===== src/rtl/shift_sequencer.sv =====
// shift_sequencer
// Sequences an external 4-bit single-step shifter to perform multi-step
// logical, arithmetic and rotate shifts. Each SHIFT cycle feeds the working
// value to the shifter and captures its output. The final value and the last
// bit shifted out are then presented for one DONE cycle.
//
// Ports
//   clk          sole clock, rising edge
//   reset        synchronous, active-high
//   start        request pulse, sampled only in IDLE
//   dir          0 = left, 1 = right
//   mode         00 logical, 01 arithmetic, 10 rotate, 11 treated as logical
//   amount       number of single-bit steps (AMT_W bits)
//   data_in      4-bit operand
//   busy         high in SHIFT and DONE
//   done         one-cycle completion pulse
//   result       final value, held until the next accepted start or reset
//   carry_out    last bit shifted out, held with result
//   sh_d         operand to the shifter
//   sh_select    shifter direction
//   sh_in_right  fill into bit 0 (left shifts)
//   sh_in_left   fill into bit 3 (right shifts)
//   sh_s         shifter result
//   sh_bb_right  bit leaving bit 0 on a right shift
//   sh_bb_left   bit leaving bit 3 on a left shift
module shift_sequencer #(
  parameter int AMT_W = 3
) (
  input  logic             clk,
  input  logic             reset,
  input  logic             start,
  input  logic             dir,
  input  logic [1:0]       mode,
  input  logic [AMT_W-1:0] amount,
  input  logic [3:0]       data_in,
  output logic             busy,
  output logic             done,
  output logic [3:0]       result,
  output logic             carry_out,
  output logic [3:0]       sh_d,
  output logic             sh_select,
  output logic             sh_in_right,
  output logic             sh_in_left,
  input  logic [3:0]       sh_s,
  input  logic             sh_bb_right,
  input  logic             sh_bb_left
);

  typedef enum logic [1:0] {
    IDLE  = 2'd0,
    SHIFT = 2'd1,
    DONE  = 2'd2
  } state_t;

  state_t           state_q;
  logic [3:0]       work_q;
  logic             carry_q;
  logic             dir_q;
  logic [1:0]       mode_q;
  logic [AMT_W-1:0] count_q;
  logic [3:0]       result_q;
  logic             carry_out_q;

  logic [3:0]       work_d;
  logic             carry_d;
  logic             fill;

  // Drive the shifter only while shifting. The shifter ORs its fill inputs
  // into the data, so the fill on the unused side must be held at 0.
  // The rotate fill comes from the shifter's bit-bucket outputs. Those depend
  // only on sh_d and sh_select, so no combinational loop is formed.
  always_comb begin
    sh_d        = 4'b0000;
    sh_select   = 1'b0;
    sh_in_right = 1'b0;
    sh_in_left  = 1'b0;
    fill        = 1'b0;
    if (state_q == SHIFT) begin
      sh_d      = work_q;
      sh_select = dir_q;
      case (mode_q)
        2'b01:   fill = dir_q ? work_q[3] : 1'b0;
        2'b10:   fill = dir_q ? sh_bb_right : sh_bb_left;
        default: fill = 1'b0;
      endcase
      if (dir_q) sh_in_left  = fill;
      else       sh_in_right = fill;
    end
  end

  // Value captured at the end of a shift step.
  // The carry is the bit that fell out on the active side.
  assign work_d  = sh_s;
  assign carry_d = dir_q ? sh_bb_right : sh_bb_left;

  // Sequencer FSM.
  // result and carry_out are loaded on the edge that enters DONE, so they are
  // already valid in the cycle where done is high.
  always_ff @(posedge clk) begin
    if (reset) begin
      state_q     <= IDLE;
      work_q      <= 4'b0000;
      carry_q     <= 1'b0;
      dir_q       <= 1'b0;
      mode_q      <= 2'b00;
      count_q     <= '0;
      result_q    <= 4'b0000;
      carry_out_q <= 1'b0;
    end else begin
      case (state_q)
        IDLE: begin
          if (start) begin
            work_q  <= data_in;
            dir_q   <= dir;
            mode_q  <= mode;
            count_q <= amount;
            carry_q <= 1'b0;
            if (amount != '0) begin
              state_q <= SHIFT;
            end else begin
              state_q     <= DONE;
              result_q    <= data_in;
              carry_out_q <= 1'b0;
            end
          end
        end
        SHIFT: begin
          work_q  <= work_d;
          carry_q <= carry_d;
          count_q <= count_q - AMT_W'(1);
          if (count_q == AMT_W'(1)) begin
            state_q     <= DONE;
            result_q    <= work_d;
            carry_out_q <= carry_d;
          end
        end
        DONE: begin
          state_q <= IDLE;
        end
        default: begin
          state_q <= IDLE;
        end
      endcase
    end
  end

  assign busy      = (state_q != IDLE);
  assign done      = (state_q == DONE);
  assign result    = result_q;
  assign carry_out = carry_out_q;

endmodule


===== config.mk =====
export PLATFORM = sky130hd
export DESIGN_NAME = shift_sequencer
export DESIGN_NICKNAME = d
export VERILOG_FILES = /design/src/rtl/shift_sequencer.sv
export SDC_FILE = /design/constraint.sdc
export NUM_CORES = 1
export LEC_CHECK = 0
export CAP_MARGIN = 40
export CELL_PAD_IN_SITES_DETAIL_PLACEMENT = 0
export CELL_PAD_IN_SITES_GLOBAL_PLACEMENT = 1
export CORE_UTILIZATION = 33
export DETAILED_ROUTE_END_ITERATION = 10
export HOLD_SLACK_MARGIN = 0.03
export PLACE_DENSITY = 0.93
export SETUP_SLACK_MARGIN = 0.2
export SYNTH_ARGS = -nofsm -noshare
export SYNTH_HDL_FRONTEND = slang
export SYNTH_SLANG_ARGS = --single-unit

===== constraint.sdc =====
create_clock -name clk -period 2.47 [get_ports clk]
set_input_delay 0.494 -clock clk [delete_from_list [all_inputs] [get_ports clk]]
set_output_delay 0.494 -clock clk [all_outputs]
set_load 0.03 [all_outputs]

# Word-level counts from Yosys, hierarchy flattened
# Index checks and enable logic that the tools add are counted.
# totals
ram_bits	0
input_bits	19
output_inout_bits	14
n_memories	0
romBits	0
latchBits	0
reg_bits	17
# classes
bitwise	0
reduce_logical	8
n_mux	25
order_cmp	0
eq_ne	8
n_addsub	1
multipliers	0
n_shift	0
n_div	0
# ops
operator	n
4-bit two-way mux	5
4-bit one-hot mux with 2 select lines	2
1-bit two-way mux	10
2-bit two-way mux	3
3-bit one-hot mux with 2 select lines	1
2-bit AND reduction	3
2-bit by 1-bit == test with 1-bit output (second input constant)	2
2-bit == test (second input constant)	2
2-bit != test (second input constant)	2
1-bit one-hot mux with 2 select lines	2
2-bit one-hot mux with 2 select lines	1
4-bit AND reduction	1
2-bit nonzero test	2
3-bit by 1-bit == test with 1-bit output (second input constant)	1
3-bit two-way mux	1
3-bit nonzero test	1
3-bit by 1-bit subtractor with 3-bit output (second input constant)	1
2-bit zero test	1
2-bit by 1-bit != test with 1-bit output (second input constant)	1

# Longest topological paths before layout
# Gate-level depths: netlist of run 1.
# depth
word_depth	4
mapped_depth	7
ltp_nobuf	6

# Least setup slack after synthesis of run 1
# Ideal clock, no wire load.
# synth_timing
kind	register to output
from	register state_q[0]
to	output sh_in_left
t_arrival_ns	1.783
setup_slack_ns	0.193
required_time_ns	1.976
stages_incl_launch_ff	6
n_path_buf	2
path_cell_list	dfxtp_1 > buf_6 > nor2b_1 > buf_2 > and2_1 > nor3b_1
# synth_between
elab_chain_cells	2
# synth_rtl
item	line_no	source
start, declared	55	state_t state_q;
start signal, assigned	101	state_q <= IDLE;
start signal, assigned	119	state_q <= SHIFT;
start signal, assigned	121	state_q <= DONE;
2-bit by 1-bit == test with 1-bit output	78	if (state_q == SHIFT) begin
1-bit two-way mux	78	
end, declared	43	output logic sh_in_left,
# No other way between the ends.

# Final worst setup path of run 1
# Same ends and word-level chain as after synthesis.

==> out/summary.txt, run 1 <==
OUTCOME
------------------------------------------------------------------------------------
Outcome ............................................................... finished, final reports clean

SYNTH
------------------------------------------------------------------------------------
Post-synth top flop ................................................... sky130_fd_sc_hd__dfxtp_1
Adder and majority gate portion of the synthesized area ...............       0.0576
Count of flip-flops with a built-in enable after synthesis ............            0
Cell area after synthesis .............................................      870 um2
Area share of and/or/nand/nor cells after synthesis ...................        0.240
Area share of xor/xnor cells in the synthesized design ................            0
Share of synthesized area occupied by flip-flops and latches ..........        0.391
Area fraction in compound gates after synthesis .......................        0.173
Yosys warnings ........................................................            0
Multiplexer share of the synthesized area .............................       0.0691
Post-Syn Area per Cell ................................................     8.78 um2
Number of synthesized register bits ...................................           17
Net Count, Synth ......................................................          122
Dominant combinational cell family by area after synthesis ............ simple AND/OR/NAND/NOR gates
Number of distinct library cells after synthesis ......................           32
Async S/R FF share, synth .............................................            0
Instance count of the mapped netlist ..................................           99

FLOORPLANNING
------------------------------------------------------------------------------------
Io pins ...............................................................           33
Die area ..............................................................  0.00284 mm2
Area of the core ......................................................  0.00248 mm2
Horizontal die dimension ..............................................      53.3 um
Initial Utilization ...................................................        0.351
Die Y .................................................................      53.3 um
Number of standard-cell rows in the floorplan .........................           18

WORST SETUP PATH
------------------------------------------------------------------------------------
Endpoint arrival time on the critical path ............................      1.57 ns
Slowest Stage Delay on Critical Path ..................................      0.46 ns
Endpoint required time on the critical path ...........................      1.98 ns
Family with the most delay on the worst path .......................... simple AND/OR/NAND/NOR gates
Critical path capture point type ......................................  output port
Nature of the critical path startpoint ................................         flop
Peak fanout along the critical path ...................................            9
Number of buffer and inverter instances along the worst setup path ....            2
Worst Setup Path Type ................................................. flop to output port
Series of cell instances along the critical path ...................... nor2b_1, buf_4, and2_1, nor3b_2, buf_4
Master of the slowest instance on the critical path ................... sky130_fd_sc_hd__dfxtp_1
Most frequent cell on the critical path ............................... sky130_fd_sc_hd__buf_4

PLACE
------------------------------------------------------------------------------------
Weighted congestion at the end of routability-driven global placement .        0.731
Number of cells after detailed placement ..............................          157
Area of placed instances ..............................................  0.00120 mm2
Detailed-placement wirelength estimate ................................      1500 um
Number of port buffers ................................................           32
Worst setup timing slack at the placement stage .......................    0.0917 ns

CLOCK TREE
------------------------------------------------------------------------------------
CTS sink cnt ..........................................................           17
Maximum level of the CTS H-tree .......................................            1
CTS tree ..............................................................        built
Post-CTS setup buffers ................................................            0
Total clock buffers created by CTS ....................................            3
Worst skew pair latency ...............................................      0.29 ns
CTS root buffer ....................................................... sky130_fd_sc_hd__clkbuf_4
Clk buf depth .........................................................            2
Clock transition at path regs .........................................      0.11 ns

ROUTE
------------------------------------------------------------------------------------
Post-detailed-route wirelength per cell ...............................      12.5 um
Initial DRC Count .....................................................           10
Drt pass-1 iters ......................................................            5
Post-DRT Antenna Nets .................................................            0
Total number of vias ..................................................          798
Detailed-route wire length ............................................      2020 um
Routed via count divided by cell count ................................         4.96
Residual DRC ..........................................................            0

GLOBAL ROUTE
------------------------------------------------------------------------------------
Initial antenna violation count .......................................            0
Gr ovfl total .........................................................            0
Largest net degree at the start of global routing .....................           18
Met2 Use GR ...........................................................        0.285
GR Layer Usage met1 ...................................................        0.180
Top Usage Layer GRT ...................................................         met2
Wire length of the first global-routing pass ..........................      3240 um
Overall routing resource usage ........................................        0.159
Via count of the first global-routing pass ............................          758
Met3 Track Usage GR ...................................................       0.0287

STA
------------------------------------------------------------------------------------
Worst slew margin .....................................................        0.572
Number of max-slew violations in the final report .....................            0
Hold violation count in the final report ..............................            0
Setup repair after global routing missed its margin ...................           no
Period Utilization, post-route ........................................        0.837
Worst Clk Skew ........................................................   0.00658 ns
Highest attainable clock frequency ....................................    0.484 GHz
Clock period minus final worst setup slack ............................      2.07 ns
Number of setup violations in the final report ........................            0
Setup total negative slack ............................................         0 ns
PnR worst setup slack .................................................     0.403 ns
Worst hold slack after final layout ...................................     0.489 ns
Slew at the pin closest to its max-slew limit .........................     0.640 ns

FINAL LAYOUT
------------------------------------------------------------------------------------
Area overhead of the layout relative to synthesis .....................        40.4%
Number of cells in the finished layout apart from fillers .............          161
Ant. Diodes ...........................................................            0
Share of post-route cells with drive strength above 1 .................        0.137
Non-Filler Cell Area, Final ...........................................  0.00122 mm2
Post-layout util ......................................................        0.493
Number of nets in the finished design .................................          155

RUN
------------------------------------------------------------------------------------
Count of max-cap constraint violations ................................            0

POWER
------------------------------------------------------------------------------------
Post-route total power ................................................     0.714 mW
Total power divided by cell area ......................................   584 mW/mm2
Largest voltage drop on the vdd net ...................................     0.285 mV
LEAKAGE ...............................................................     0.479 nW

HOLD PATH
------------------------------------------------------------------------------------
Hold Path Class ....................................................... flop to flop

==> cells in the mapped netlist (2+ instances only) <==
library cell	count	area [um2]
sky130_fd_sc_hd__ha_1	4	50.1
sky130_fd_sc_hd__buf_2	2	10.0
sky130_fd_sc_hd__dfxtp_1	17	340
sky130_fd_sc_hd__o21ai_0	2	10.0
sky130_fd_sc_hd__a21oi_1	5	25.0
sky130_fd_sc_hd__and2_1	5	31.3
sky130_fd_sc_hd__a211oi_1	12	90.1
sky130_fd_sc_hd__nand2_1	7	26.3
sky130_fd_sc_hd__nor2b_1	2	12.5
sky130_fd_sc_hd__inv_1	5	18.8
sky130_fd_sc_hd__nor2_1	12	45.0
sky130_fd_sc_hd__mux2i_1	6	60.1
==> report_power, final <==
group,internal (mW),switching (mW),leakage [nW]
clock,0.0602,0.0907,0.0177
combinational,0.113,0.119,0.321
sequential,0.306,0.0240,0.140
total,0.480,0.234,0.479
==> final cells by class <==
type	instances	area [um2]
repair buffers	35	323
multi-input cells	70	474
flip-flops and latches	17	340
well taps	30	37.5
inverters	5	18.8
clock inverters	1	5.00
clock buffers	3	22.5
fillers	264	1260
==> cell usage in the layout, fill, tap and decap left out, drive strengths merged, types with 2 or more instances in the layout <==
cell	count
ha	4
inv	5
a211oi	12
nand2	8
a21oi	5
clkdlybuf4s50	25
mux2i	6
buf	9
dfxtp	17
nor2	12
o21ai	2
clkbuf	4
nor2b	2
nor3b	2
and2	5
==> logic make-up (layout without fill, tap and decap cells) <==
family,Yosys count,count (layout)
muxes,6,6
adders and majority gates,4,4
AOI/OAI and AO/OA,22,22
DFF,17,17
buffers and inverters,12,44
and+or+nand+nor,38,38
==> tightest hold or removal path: stages, from the launching register on <==
cell                      delay, ns
sky130_fd_sc_hd__dfxtp_1       0.34
sky130_fd_sc_hd__nand2_1       0.06
sky130_fd_sc_hd__a21oi_1       0.06
==> layer usage <==
layer	share of wire	routed length, um	up-vias
li1	-	-	410
met1	0.44	890	350
met2	0.49	987	34
met3	0.058	116	4
met4	0.011	22	0
met5	0	0	-
==> sequential cells by signal, indices dropped and copies added (netlist names) <==
register and cells:
result 4, work_q 4, count_q 3, mode_q 2, state_q 2, carry_out 1
dir_q 1
==> final timing paths <==
check	start	end	slack, ns	cells past startpoint
max	state_q[0]	sh_in_left	0.40	5
min	mode_q[0]	mode_q[0]	0.49	2
max reg2reg	count_q[0]	carry_out	0.87	5
min reg2reg	mode_q[0]	mode_q[0]	0.49	2
==> repair_timing <==
item | 4_1_cts | 5_1_grt
pin swaps | 0 | 0
resized for setup | 1 | 2
gates cloned | 0 | 0
setup endpoints to repair | 1 | 1
hold buffers | 0 | 0
Note: power is estimated with default switching activity, not from simulation.
==> run 2: changes to the inputs <==
--- a/config.mk
+++ b/config.mk
@@ -8,10 +8,10 @@
 export CAP_MARGIN = 40
 export CELL_PAD_IN_SITES_DETAIL_PLACEMENT = 0
 export CELL_PAD_IN_SITES_GLOBAL_PLACEMENT = 1
-export CORE_UTILIZATION = 33
+export CORE_UTILIZATION = 31
 export DETAILED_ROUTE_END_ITERATION = 10
 export HOLD_SLACK_MARGIN = 0.03
-export PLACE_DENSITY = 0.93
+export PLACE_DENSITY = 0.89
 export SETUP_SLACK_MARGIN = 0.2
 export SYNTH_ARGS = -nofsm -noshare
 export SYNTH_HDL_FRONTEND = slang
==> constraint.sdc (replaced) <==
create_clock -name clk -period 2.1 [get_ports clk]
set_input_delay 0.42 -clock clk [delete_from_list [all_inputs] [get_ports clk]]
set_output_delay 0.42 -clock clk [all_outputs]
set_load 0.03 [all_outputs]
==> run 2 against run 1 <==
Compared with the run above: sequential power is 19% higher; flip-flop and latch count did not move; wire length is 2.8% lower.
==> out/summary.txt, run 2 (synthesis results as in run 1) <==
CLOCK TREE
------------------------------------------------------------------------------------
Clock transition at path regs .........................................      0.10 ns   about the same
Maximum level of the CTS H-tree .......................................            1   unchanged
Total clock buffers created by CTS ....................................            3   unchanged
CTS Hold Buffers Added ................................................            0   unchanged
CTS tree ..............................................................        built
CTS sink cnt ..........................................................           17   unchanged
Clk buf depth .........................................................            2   unchanged
Worst skew pair latency ...............................................      0.29 ns   about the same
Post-CTS setup buffers ................................................            0   unchanged
CTS root buffer ....................................................... sky130_fd_sc_hd__clkbuf_4

WORST SETUP PATH
------------------------------------------------------------------------------------
Reg-to-reg setup timing slack .........................................      0.53 ns   -0.34 ns
Endpoint arrival time on the critical path ............................      1.39 ns   -0.18 ns
Worst Setup Path Type ................................................. flop to output port
Endpoint required time on the critical path ...........................      1.68 ns   -0.30 ns
Nature of the critical path startpoint ................................         flop
Worst reg2reg path endpoint ...........................................    result[1]
Crit Reg-Reg Startpoint ...............................................   count_q[0]
Critical path capture point type ......................................  output port
Logic depth of the worst register-to-register path ....................            6   +1
Peak fanout along the critical path ...................................            3   -6

POWER
------------------------------------------------------------------------------------
Largest voltage drop on the vdd net ...................................     0.328 mV   +15%
LEAKAGE ...............................................................     0.503 nW   +5.0%
Total power divided by cell area ......................................   675 mW/mm2   +15%

STA
------------------------------------------------------------------------------------
Number of setup violations in the final report ........................            0   unchanged
Worst Clk Skew ........................................................   0.00813 ns   +0.00154 ns
Worst hold slack after final layout ...................................     0.489 ns   +0.000371 ns
Highest attainable clock frequency ....................................    0.553 GHz
Worst slew margin .....................................................        0.583   +0.0112
Clock period minus final worst setup slack ............................      1.81 ns
Setup repair after global routing missed its margin ...................           no
Hold violation count in the final report ..............................            0   unchanged
Number of max-slew violations in the final report .....................            0   unchanged
Period Utilization, post-route ........................................        0.861
Slew at the pin closest to its max-slew limit .........................     0.623 ns   -0.0168 ns
Setup total negative slack ............................................         0 ns   unchanged

OUTCOME
------------------------------------------------------------------------------------
Outcome ............................................................... finished, final reports clean

HOLD PATH
------------------------------------------------------------------------------------
Terminating pin of the worst hold path ................................    mode_q[0]
Worst Min Path Start ..................................................    mode_q[0]
Number of instances on the worst hold path ............................            2   unchanged
Hold Path Class ....................................................... flop to flop

FLOORPLANNING
------------------------------------------------------------------------------------
Area of the core ......................................................  0.00257 mm2   +3.6%
Io pins ...............................................................           33   unchanged
Initial Utilization ...................................................        0.339   -0.0123
Die Y .................................................................      55.0 um   +3.1%
Number of standard-cell rows in the floorplan .........................           18   unchanged
Horizontal die dimension ..............................................      55.0 um   +3.1%
Die area ..............................................................  0.00302 mm2   +6.2%

FINAL LAYOUT
------------------------------------------------------------------------------------
Ant. Diodes ...........................................................            0   unchanged
Multi-input logic area ................................................      500 um2   +5.5%
Area overhead of the layout relative to synthesis .....................        44.5%
FF/Latch Area .........................................................      347 um2   +1.8%
Number of inserted filler cells in the final layout ...................          262   -0.76%
Commonest non-fill, non-tap cell in the layout ........................ sky130_fd_sc_hd__clkdlybuf4s50_1
Most used cells in the layout excluding fill and tap cells ............ sky130_fd_sc_hd__clkdlybuf4s50_1 (23), sky130_fd_sc_hd__dfxtp_1 (14), sky130_fd_sc_hd__nor2_1 (12), sky130_fd_sc_hd__a211oi_1 (12), sky130_fd_sc_hd__buf_4 (9)
Number of nets in the finished design .................................          155   unchanged
Share of post-route cells with drive strength above 1 .................        0.183   +0.0458

GLOBAL ROUTE
------------------------------------------------------------------------------------
Largest net degree at the start of global routing .....................           18   unchanged
Gr ovfl total .........................................................            0   unchanged
Wire length of the first global-routing pass ..........................      3190 um   -1.5%
Initial antenna violation count .......................................            0   unchanged
Via count of the first global-routing pass ............................          777   +2.5%
Overall routing resource usage ........................................        0.147   -0.0113

ROUTE
------------------------------------------------------------------------------------
Initial DRC Count .....................................................            2   -8
Routed via count divided by cell count ................................         4.84   -2.4%
Post-DRT Antenna Nets .................................................            0   unchanged
Post-detailed-route wirelength per cell ...............................      12.2 um   -2.8%
Drt pass-1 iters ......................................................            4   -1
Total number of vias ..................................................          779   -2.4%
Residual DRC ..........................................................            0   unchanged
Detailed-route wire length ............................................      1960 um   -2.8%

PLACE
------------------------------------------------------------------------------------
Detailed-placement wirelength estimate ................................      1420 um   -5.6%
Weighted congestion at the end of routability-driven global placement .        0.824   +13%
Number of port buffers ................................................           32   unchanged

RUN
------------------------------------------------------------------------------------
Count of max-cap constraint violations ................................            0   unchanged

[run 2: worst max path at each step]
stage / startpoint / to / slack, ns
after detailed placement: start / work_q[2] / 0.16
after CTS: mode_q[1] / sh_in_left / 0.22
after global placement: start / state_q[0] / 0.19
after floorplan: state_q[0] / sh_in_left / 0.27
final: mode_q[0] / sh_in_right / 0.29
after global routing: state_q[0] / sh_in_left / 0.21
[run 2: per-layer routing]
| metal | global-route usage | part of all wire | wire length (um) | vias to the layer above |
|---|---|---|---|---|
| met3 | 0.0301 | 0.063 | 124 | 0 |
| met5 | 0 | 0 | 0 | - |
| met4 | 0.0667 | 0 | 0 | 0 |
| li1 | - | - | - | 404 |
| met2 | 0.241 | 0.47 | 911 | 24 |
| met1 | 0.185 | 0.47 | 923 | 351 |
[run 2: power breakdown]
group	leakage [nW]	switching [mW]	internal, mW
Clock	0.0150	0.103	0.0738
Sequential	0.141	0.0305	0.361
Combinational	0.346	0.142	0.137
Total	0.503	0.275	0.572
[run 2: cell type report]
class	instances	area share
multi-input combinational	70	0.398
sequential	17	0.276
timing repair buffer	35	0.260
tap	30	0.0299
clock buffer	4	0.0209
inverter	5	0.0149
[run 2: through the flow]
stage               std cells  utilization  worst slack, ns  cell area [um2]  power (mW)
floorplan                  99            -            0.265              881       0.574
global placement          157        0.468            0.189             1200       0.664
detailed placement        157        0.468            0.158             1200       0.669
CTS                       161        0.483            0.220             1240       0.852
global route              161        0.489            0.207             1260       0.899
finish                    161        0.489            0.291             1260       0.847
[run 2: repair_timing]
item	in CTS	in global routing
setup endpoints to repair	8	6
endpoints found under the hold margin	0	0
gates resized for setup	5	6
pin swaps	0	2
gates cloned	0	0
[run 2: critical path, cell delays in order, from the launching register on]
cell and delay (ns):
sky130_fd_sc_hd__dfxtp_2 0.37, sky130_fd_sc_hd__inv_2 0.05, sky130_fd_sc_hd__ha_4 0.24, sky130_fd_sc_hd__nand4bb_1 0.17, sky130_fd_sc_hd__nor2_1 0.11, sky130_fd_sc_hd__buf_4 0.17
==> run 3: changes to the inputs <==
--- a/config.mk
+++ b/config.mk
@@ -8,10 +8,11 @@
 export CAP_MARGIN = 40
 export CELL_PAD_IN_SITES_DETAIL_PLACEMENT = 0
 export CELL_PAD_IN_SITES_GLOBAL_PLACEMENT = 1
-export CORE_UTILIZATION = 31
+export CORE_UTILIZATION = 35
 export DETAILED_ROUTE_END_ITERATION = 10
+export DONT_BUFFER_PORTS = 1
 export HOLD_SLACK_MARGIN = 0.03
-export PLACE_DENSITY = 0.89
+export PLACE_DENSITY = 0.74
 export SETUP_SLACK_MARGIN = 0.2
 export SYNTH_ARGS = -nofsm -noshare
 export SYNTH_HDL_FRONTEND = slang
==> run 3 against run 2 <==
Compared with the run above: wire length is 8.1% lower; largest power group unchanged; critical path type unchanged; sequential power grew 4%; critical path depth unchanged; worst setup slack worse by 0.0070 ns; clock skew decreased by 0.0076 ns; die area shrank 11%; register-to-register slack got worse by 0.04 ns.
==> out/summary.txt, run 3 (synthesis results as in run 1) <==
FINAL LAYOUT
------------------------------------------------------------------------------------
Area overhead of the layout relative to synthesis .....................        13.2%
Ant. Diodes ...........................................................            0   unchanged
Post-layout util ......................................................        0.433   -0.0566
Number of cells in the finished layout apart from fillers .............          131   -19%
Number of inserted filler cells in the final layout ...................          234   -11%
Number of nets in the finished design .................................          127   -18%
Commonest non-fill, non-tap cell in the layout ........................ sky130_fd_sc_hd__dfxtp_1
Most used cells in the layout excluding fill and tap cells ............ sky130_fd_sc_hd__dfxtp_1 (15), sky130_fd_sc_hd__nor2_1 (12), sky130_fd_sc_hd__a211oi_1 (12)
Share of post-route cells with drive strength above 1 .................        0.204   +0.0207

WORST SETUP PATH
------------------------------------------------------------------------------------
Number of buffer and inverter instances along the worst setup path ....            2   unchanged
Family with the most delay on the worst path ..........................   flip-flops
Critical path capture point type ......................................  output port
Peak fanout along the critical path ...................................            3   unchanged
Nature of the critical path startpoint ................................         flop
Reg-to-reg setup timing slack .........................................      0.49 ns   -0.04 ns
Series of cell instances along the critical path ...................... inv_1, ha_1, a22oi_2, nor3b_4, buf_4
Slowest Stage Delay on Critical Path ..................................      0.41 ns   +0.04 ns
Worst Setup Path Type ................................................. flop to output port
Endpoint arrival time on the critical path ............................      1.40 ns   about the same
Master of the slowest instance on the critical path ................... sky130_fd_sc_hd__dfxtp_1
Endpoint required time on the critical path ...........................      1.68 ns   about the same

ROUTE
------------------------------------------------------------------------------------
Detailed-route wire length ............................................      1800 um   -8.1%
Total number of vias ..................................................          686   -12%
Drt pass-1 iters ......................................................            4   unchanged
Routed via count divided by cell count ................................         5.24   +8.2%
Initial DRC Count .....................................................           11   +9
Post-DRT Antenna Nets .................................................            0   unchanged
Residual DRC ..........................................................            0   unchanged
Post-detailed-route wirelength per cell ...............................      13.7 um   +13%

STA
------------------------------------------------------------------------------------
Highest attainable clock frequency ....................................    0.551 GHz   -0.38%
Setup repair after global routing missed its margin ...................           no
Period Utilization, post-route ........................................        0.865   +0.00332
Setup total negative slack ............................................         0 ns   unchanged
Hold violation count in the final report ..............................            0   unchanged
Number of setup violations in the final report ........................            0   unchanged
Number of max-slew violations in the final report .....................            0   unchanged
Worst Clk Skew ........................................................  0.000512 ns   -0.00762 ns
Clock period minus final worst setup slack ............................      1.82 ns   +0.00698 ns
Slew at the pin closest to its max-slew limit .........................     0.392 ns   -0.232 ns
Worst slew margin .....................................................        0.739   +0.156

RUN
------------------------------------------------------------------------------------
Count of max-cap constraint violations ................................            0   unchanged

POWER
------------------------------------------------------------------------------------
Total power divided by cell area ......................................   786 mW/mm2   +16%
Largest voltage drop on the vdd net ...................................     0.567 mV   +73%
LEAKAGE ...............................................................     0.385 nW   -23%

CLOCK TREE
------------------------------------------------------------------------------------
CTS tree ..............................................................        built
Clock transition at path regs .........................................      0.09 ns   about the same
CTS root buffer ....................................................... sky130_fd_sc_hd__clkbuf_4
Worst skew pair latency ...............................................      0.28 ns   about the same
Clk buf depth .........................................................            2   unchanged
CTS sink cnt ..........................................................           17   unchanged
Post-CTS setup buffers ................................................            0   unchanged
Total clock buffers created by CTS ....................................            3   unchanged
Maximum level of the CTS H-tree .......................................            1   unchanged

GLOBAL ROUTE
------------------------------------------------------------------------------------
Gr ovfl total .........................................................            0   unchanged
Initial antenna violation count .......................................            0   unchanged
Largest net degree at the start of global routing .....................           18   unchanged
Overall routing resource usage ........................................        0.150   +0.00220
Via count of the first global-routing pass ............................          640   -18%
Wire length of the first global-routing pass ..........................      2970 um   -6.9%

PLACE
------------------------------------------------------------------------------------
Number of cells after detailed placement ..............................          127   -19%
Number of port buffers ................................................            0   -100%
Weighted congestion at the end of routability-driven global placement .        0.722   -12%
Detailed-placement wirelength estimate ................................      1330 um   -6.4%

FLOORPLANNING
------------------------------------------------------------------------------------
Die area ..............................................................  0.00269 mm2   -11%
Io pins ...............................................................           33   unchanged
Initial Utilization ...................................................        0.382   +0.0434
Horizontal die dimension ..............................................      51.8 um   -5.7%
Area of the core ......................................................  0.00228 mm2   -11%
Number of standard-cell rows in the floorplan .........................           17   -1
Die Y .................................................................      51.8 um   -5.7%

HOLD PATH
------------------------------------------------------------------------------------
Hold Path Class ....................................................... input port to flop

OUTCOME
------------------------------------------------------------------------------------
Outcome ............................................................... finished, final reports clean

==> run 3: metal layers <==
layer  part of all wire  vias up  global-route usage
met5                  0        -                   0
met4                  0        0              0.0270
met3              0.077        0              0.0614
met2               0.47       27               0.231
met1               0.45      307               0.196
li1                   -      352                   -
==> run 3: repair_timing <==
action,CTS,global route
hold buffers,0,0
setup endpoints to repair,6,3
pin swaps,0,0
endpoints found under the hold margin,0,0
resized for setup,5,4
==> run 3: path summary, 6_finish.rpt <==
kind	from	end	depth (start not counted)
hold reg to reg	mode_q[0]	mode_q[0]	2
setup reg to reg	count_q[0]	carry_out	5
setup / recovery	mode_q[1]	sh_in_left	5
hold / removal	reset	mode_q[0]	1
==> run 3: area by class of cell <==
class / instances / area [um2] / share of cell area
multi-input combinational: 70 / 503 / 0.511
timing repair buffer: 7 / 56.3 / 0.0572
clock buffer: 4 / 26.3 / 0.0267
inverter: 5 / 18.8 / 0.0191
tap: 28 / 35.0 / 0.0356
sequential: 17 / 345 / 0.351
==> run 3: through the flow <==
| step | power [mW] | hold slack (ns) | instance area [um2] | worst slack (ns) |
|---|---|---|---|---|
| 3_5_place_dp | 0.602 | 0.466 | 927 | 0.484 |
| 3_3_place_gp | 0.596 | 0.461 | 927 | 0.503 |
| 6_report | 0.774 | 0.185 | 985 | 0.284 |
| 2_1_floorplan | 0.574 | 0.453 | 881 | 0.265 |
| 4_1_cts | 0.777 | 0.179 | 971 | 0.223 |
| 5_1_grt | 0.828 | 0.167 | 985 | 0.187 |
==> run 3: power by group <==
group          leakage, nW  switching, mW  internal, mW
clock network       0.0150         0.0968        0.0737
logic                0.229          0.109        0.0867
registers            0.141         0.0463         0.361
total                0.385          0.252         0.521
